File: src/rtl/mux_pkg.sv
// rtl/mux_pkg.sv - default sizing constants shared by the mux slice
package mux_pkg;
  localparam int MUX_DEFAULT_CHANNELS = 2;
  localparam int MUX_DEFAULT_BUS_SIZE = 32;
endpackage

File: src/rtl/mux_out_reg.sv
// rtl/mux_out_reg.sv - output register {sel_invalid, data} for the mux, async active-high clear
module mux_out_reg import mux_pkg::*; #(
  parameter int BUS_SIZE = MUX_DEFAULT_BUS_SIZE
) (
  input  logic                clk,
  input  logic                reset,
  input  logic [BUS_SIZE:0]   d,
  output logic [BUS_SIZE:0]   q
);

  always_ff @(posedge clk or posedge reset) begin
    if (reset) begin
      q <= '0;
    end else begin
      q <= d;
    end
  end

endmodule

File: src/rtl/mux.sv
// rtl/mux.sv - binary-selected N-channel mux with out-of-range flag
// MUX_REG_OUT_EN: register data_out/sel_invalid (1-cycle latency); otherwise purely combinational.
module mux import mux_pkg::*; #(
  parameter int CHANNELS = MUX_DEFAULT_CHANNELS,
  parameter int BUS_SIZE = MUX_DEFAULT_BUS_SIZE
) (
  input  logic                         clk,
  input  logic                         reset,
  input  logic [CHANNELS-1:0]          selector,
  input  logic [CHANNELS*BUS_SIZE-1:0] data_in,
  output logic [BUS_SIZE-1:0]          data_out,
  output logic                         sel_invalid
);

  localparam logic [CHANNELS-1:0] LAST_SEL = CHANNELS'(CHANNELS - 1);

  logic [BUS_SIZE-1:0] mux_data;
  logic                mux_invalid;

  assign mux_invalid = (selector > LAST_SEL);

  // Unmatched selector values leave the zero default, so no latch and no X.
  always_comb begin
    mux_data = '0;
    for (int k = 0; k < CHANNELS; k++) begin
      if (selector == CHANNELS'(k)) begin
        mux_data = data_in[BUS_SIZE*k +: BUS_SIZE];
      end
    end
  end

`ifdef MUX_REG_OUT_EN
  logic [BUS_SIZE:0] out_q;

  mux_out_reg #(
    .BUS_SIZE(BUS_SIZE)
  ) u_out_reg (
    .clk   (clk),
    .reset (reset),
    .d     ({mux_invalid, mux_data}),
    .q     (out_q)
  );

  assign {sel_invalid, data_out} = out_q;
`else
  // clk and reset are kept on the port list so both builds share one interface.
  logic unused_ctrl;
  assign unused_ctrl = clk ^ reset;

  assign data_out    = mux_data;
  assign sel_invalid = mux_invalid;
`endif

endmodule

File: config.mk
export PLATFORM = sky130hd
export DESIGN_NAME = mux
export DESIGN_NICKNAME = d
export VERILOG_FILES = /design/src/rtl/mux_pkg.sv /design/src/rtl/mux_out_reg.sv /design/src/rtl/mux.sv
export SDC_FILE = /design/constraint.sdc
export NUM_CORES = 1
export LEC_CHECK = 0
export ABC_AREA = 0
export ABC_CLOCK_PERIOD_IN_PS = 1900
export BUFFER_PORTS_ARGS = -buffer_cell sky130_fd_sc_hd__buf_4
export CAP_MARGIN = 20
export CORE_MARGIN = 2
export CORE_UTILIZATION = 29
export DETAILED_ROUTE_END_ITERATION = 10
export GPL_ROUTABILITY_DRIVEN = 0
export PLACE_DENSITY_LB_ADDON = 0.05
export SLEW_MARGIN = 25
export SYNTH_ARGS = -nofsm -noshare
export SYNTH_HDL_FRONTEND = slang
export SYNTH_SLANG_ARGS = --single-unit
File: constraint.sdc
create_clock -name vclk -period 1.9
set_input_delay 0.38 -clock vclk [all_inputs]
set_output_delay 0.38 -clock vclk [all_outputs]
set_load 0.05 [all_outputs]
==> results of run 1 <==
-- power by group through the flow --
stage / registers, mW / logic (mW) / clock network, mW
after global placement: 0 / 0.434 / 0
after floorplan: 0 / 0.268 / 0
after CTS: 0 / 0.442 / 0
final: 0 / 0.440 / 0
after detailed placement: 0 / 0.441 / 0
after global routing: 0 / 0.464 / 0
-- worst max-delay path: cells and delay by family --
kind / cells / cell delay (ns)
simple gates: 1 / 0.04
buf+inv: 3 / 0.48
mux: 1 / 0.23
-- metal layers --
metal	up-vias	GRT usage	routed length, um
met2	50	0.381	1220
met4	0	0.0111	0
met5	-	0	0
li1	429	-	-
met1	375	0.180	735
met3	0	0.0115	197
-- how the worst max path moves through the flow --
| stage | slack, ns | startpoint | endpoint |
|---|---|---|---|
| 6_report | 0.37 | selector[0] | data_out[30] |
| 5_1_grt | 0.31 | selector[0] | data_out[26] |
| 4_1_cts | 0.36 | selector[0] | data_out[8] |
| 3_5_place_dp | 0.37 | selector[0] | data_out[30] |
| 3_3_place_gp | 0.38 | selector[0] | data_out[30] |
| 2_1_floorplan | 0.12 | selector[0] | data_out[0] |
-- logic make-up (layout without fill, tap and decap cells) --
kind of cell | after synthesis | count (layout)
muxes | 32 | 32
and+or+nand+nor | 32 | 32
buffers and inverters | 9 | 101
-- per-stage QoR --
step	total power, mW	area [um2]	utilization	std cells
CTS	0.442	1260	0.722	190
floorplan	0.268	539	-	73
global route	0.464	1260	0.722	190
finish	0.440	1260	0.722	190
detailed placement	0.441	1260	0.722	190
global placement	0.434	1260	0.722	190
-- synth_stat cells (all sizes together) --
master   n  area [um2]
buf      7        86.3
clkbuf   2        7.51
mux2i   32         320
nor2    32         125
-- cell type report --
cell class | count | area, um2
Timing Repair Buffer | 101 | 783
Fill cell | 143 | 485
Multi-Input combinational cell | 64 | 445
Tap cell | 25 | 31.3
==> results.sh, run 1 <==
export IMPL_syn_cell_area_um2=539
export IMPL_path_class="input port to primary output"
export IMPL_place_hpwl_mm=1.80
export IMPL_post_cts_setup_buffer_count=0
export IMPL_synth_seq_area_share=0
export IMPL_fp_row_count=15
export IMPL_cpMostUsedCell="buf_4"
export IMPL_grt_pass1_wl_mm=2.95
export IMPL_min_path_cells=4
export IMPL_min_path_type="input port to primary output"
export IMPL_ys_types=7
export IMPL_cp_max_fo=21
export IMPL_grt_pass1_vias=735
export IMPL_design_die_area_mm2=0.00222
export IMPL_finalNetCount=235
export IMPL_final_cell_mix="99 x buf_4, 32 x mux2i_1, 30 x nor2_1, 2 x nor2_2, 2 x buf_12"
export IMPL_slowest_stage="mux2i_1"
export IMPL_p_seq_frac=0
export IMPL_cap_violations=0
export IMPL_ys_warnings_count=0
export IMPL_clkPwrFrac=0
export IMPL_synth_nets=141
export IMPL_cp_data_required_time_ns=1.52
export IMPL_die_height_um=47.1
export IMPL_synth_compound_area_frac=0
export IMPL_switching_share=0.569
export IMPL_seqCellArea_um2=0
export IMPL_arrival_ns=1.15
export IMPL_diodes=0
export IMPL_synthAdderAreaFrac=0
export IMPL_clock_buffers=0
export IMPL_p_comb_frac=1.000
export IMPL_internal_power_uw=190
export IMPL_setup_tns_ns=0
export IMPL_antenna_found_initial=0
export IMPL_cts_resized_gates=0
export IMPL_fin_hold_ws_ns=1.17
export IMPL_cts_hold_buf=0
export IMPL_p_leak_nw=0.756
export IMPL_status="completed"
export IMPL_synth_top_family_by_area="multiplexers"
export IMPL_min_from="data_in[59]"
export IMPL_pre_cts_slack_ns=0.365
export IMPL_final_common_cell="buf_4"
export IMPL_drive_above_1_share=0.624
export IMPL_period_share=0.805
export IMPL_worstPathCellList="buf_4 > buf_12 > mux2i_1 > nor2_2 > buf_4"
export IMPL_overflow=0
export IMPL_max_clock_freq_mhz=654
export IMPL_syn_to_final_growth_pct=134
export IMPL_synthSimpleGateAreaFrac=0.232
export IMPL_dr_pass1_iters=4
export IMPL_portBuffers=99
export IMPL_chipWidth_um=47.1
export IMPL_min_to="data_out[27]"
export IMPL_coreArea_mm2=0.00175
export IMPL_fin_crit_ns=1.53
export IMPL_wire_per_inst_um=11.3
export IMPL_route_detailed_drc=0
export IMPL_ant_nets=0
export IMPL_avgSynthCellArea_um2=7.39
export IMPL_grt_max_degree=34
export IMPL_syn_inst=73
export IMPL_setup_slack_ns=0.370
export IMPL_grt_usage=0.174
export IMPL_nFlopsAndLatches=0
export IMPL_startpoint_type="input port"
export IMPL_synth_xor_area_frac=0
export IMPL_vdd_drop_max_v=0.000196
export IMPL_cpPeakStageDelay_ns=0.23
export IMPL_tightest_slew_ns=0.332
export IMPL_power_density_mw_per_mm2=349
export IMPL_switching_power_uw=250
export IMPL_setup_viol=0
export IMPL_crit_path_end_kind="primary output"
export IMPL_rsz0062_at_grt="no"
export IMPL_slew_headroom=0.779
export IMPL_start_util=0.309
export IMPL_drtIter0Drc=8
export IMPL_routed_via_density=4.49
export IMPL_via_count=854
export IMPL_drt_wl_total_mm=2.15
export IMPL_synthMuxAreaShare=0.594
export IMPL_drv_slew=0
export IMPL_finalHoldViolCount=0
export IMPL_io_pins=101
Note: power is estimated with default switching activity, not from simulation.
==> inputs of run 2 (changes only) <==
--- a/config.mk
+++ b/config.mk
@@ -6,11 +6,11 @@
 export NUM_CORES = 1
 export LEC_CHECK = 0
 export ABC_AREA = 0
-export ABC_CLOCK_PERIOD_IN_PS = 1900
+export ABC_CLOCK_PERIOD_IN_PS = 1500
 export BUFFER_PORTS_ARGS = -buffer_cell sky130_fd_sc_hd__buf_4
 export CAP_MARGIN = 20
 export CORE_MARGIN = 2
-export CORE_UTILIZATION = 29
+export CORE_UTILIZATION = 27
 export DETAILED_ROUTE_END_ITERATION = 10
 export GPL_ROUTABILITY_DRIVEN = 0
 export PLACE_DENSITY_LB_ADDON = 0.05
==> constraint.sdc (replaced) <==
create_clock -name vclk -period 1.5
set_input_delay 0.3 -clock vclk [all_inputs]
set_output_delay 0.3 -clock vclk [all_outputs]
set_load 0.05 [all_outputs]
==> run 2 against run 1 <==
- count of clock-buffer cells in the layout unchanged
- first-iteration DRC count down 75%
- final cell count up 2.6%
- worst hold slack worse by 0.16 ns
- via count up 1.1%
- core utilization up 0.27 points
- sequential share of layout area unchanged
- combinational power up 37%
- global-route usage down 0.30 points
- critical path type unchanged
- largest cell class unchanged
- highest routed layer is now met4
==> results.sh, run 2 (synthesis gave the netlist of run 1 again) <==
export IMPL_fin_hold_ws_ns=1.00
export IMPL_wl_met2_mm=1.14
export IMPL_start_util=0.281
export IMPL_tightest_slew_ns=0.177
export IMPL_period_share=0.902
export IMPL_fin_crit_ns=1.35
export IMPL_final_cell_mix="99 x buf_4, 32 x mux2i_1, 30 x nor2_2, 5 x buf_12, 2 x nor2_1"
export IMPL_coreArea_mm2=0.00192
export IMPL_crit_path_end_kind="primary output"
export IMPL_post_cts_setup_buffer_count=0
export IMPL_finalHoldViolCount=0
export IMPL_met3WireLength_um=239
export IMPL_seqCellArea_um2=0
export IMPL_slew_headroom=0.879
export IMPL_place_hpwl_mm=1.90
export IMPL_drtIter0Drc=2
export IMPL_drv_slew=0
export IMPL_fp_row_count=16
export IMPL_placed_cells=195
export IMPL_power_density_mw_per_mm2=431
export IMPL_totalPowerFinal_uw=601
export IMPL_drt_wl_total_mm=2.13
export IMPL_startpoint_type="input port"
export IMPL_min_path_type="input port to primary output"
export IMPL_die_height_um=48.7
export IMPL_diodes=0
export IMPL_arrival_ns=1.05
export IMPL_status="completed"
export IMPL_setup_tns_ns=0
export IMPL_cap_violations=0
export IMPL_cts_hold_buf=0
export IMPL_max_clock_freq_mhz=739
export IMPL_instances_no_fill=195
export IMPL_via_count=863
export IMPL_top_layer="met4"
export IMPL_cp_max_fo=12
export IMPL_vdd_drop_max_v=0.000251
export IMPL_multi_input_area_um2=515
export IMPL_m1WireLength_um=728
export IMPL_antenna_found_initial=0
export IMPL_grt_pass1_vias=836
export IMPL_portBuffers=99
export IMPL_chipWidth_um=48.7
export IMPL_rsz0062_at_grt="no"
export IMPL_grt_pass1_wl_mm=3.49
export IMPL_route_detailed_drc=0
export IMPL_wire_per_inst_um=10.9
export IMPL_nFlopsAndLatches=0
export IMPL_syn_to_final_growth_pct=158
export IMPL_final_common_cell="buf_4"
export IMPL_ant_nets=0
export IMPL_fillers=169
export IMPL_grt_usage=0.171
export IMPL_setup_viol=0
export IMPL_crit_start="selector[0]"
export IMPL_finalNetCount=238
export IMPL_clock_buffers=0
export IMPL_endpoint="data_out[20]"
export IMPL_overflow=0
export IMPL_drive_above_1_share=0.798
export IMPL_design_die_area_mm2=0.00237
export IMPL_path_class="input port to primary output"
export IMPL_p_leak_nw=0.783
export IMPL_dr_pass1_iters=2
export IMPL_io_pins=101
export IMPL_cts_resized_gates=0
export IMPL_cp_data_required_time_ns=1.20
export IMPL_grt_max_degree=14
export IMPL_routed_via_density=4.43
==> run 2: cell types whose count changed in the layout (fill, tap and decap cells not counted) <==
cell / previous run / this run
nor2_2: 2 / 30
buf_12: 2 / 5
nor2_1: 30 / 2
==> run 2: worst max-delay path, cell delays in order <==
cell     delay, ns
buf_4         0.13
buf_12        0.15
mux2i_1       0.23
nor2_2        0.05
buf_4         0.18
==> run 2: how the worst min path moves through the flow <==
stage	from	to	slack (ns)	cells after the start
after floorplan	data_in[0]	data_out[0]	0.88	2
after global placement	data_in[4]	data_out[4]	1.0	4
final	data_in[10]	data_out[10]	1.00	4
after CTS	data_in[1]	data_out[1]	1.01	4
after detailed placement	data_in[1]	data_out[1]	1.00	4
after global routing	data_in[14]	data_out[14]	1.02	4
==> run 2: metrics by stage <==
step	worst slack, ns	area (um2)	utilization
6_report	0.147	1390	0.725
5_1_grt	0.0879	1390	0.725
4_1_cts	0.140	1390	0.725
3_5_place_dp	0.144	1390	0.725
3_3_place_gp	0.166	1390	0.725
2_1_floorplan	0.0155	609	-
==> run 2: final cells by class <==
class	instances	area share
Timing Repair Buffer	104	0.606
Multi-Input combinational cell	64	0.370
Tap cell	27	0.0243
==> run 2: power by group <==
part / total (mW) / switching [mW] / internal (mW)
sequential: 0 / 0 / 0
combinational: 0.601 / 0.336 / 0.265
clock: 0 / 0 / 0
==> run 2: routing by layer <==
layer | up-vias | global-route usage
li1 | 434 | -
met1 | 371 | 0.185
met2 | 56 | 0.336
met3 | 2 | 0.0401
met4 | 0 | 0.0238
met5 | - | 0
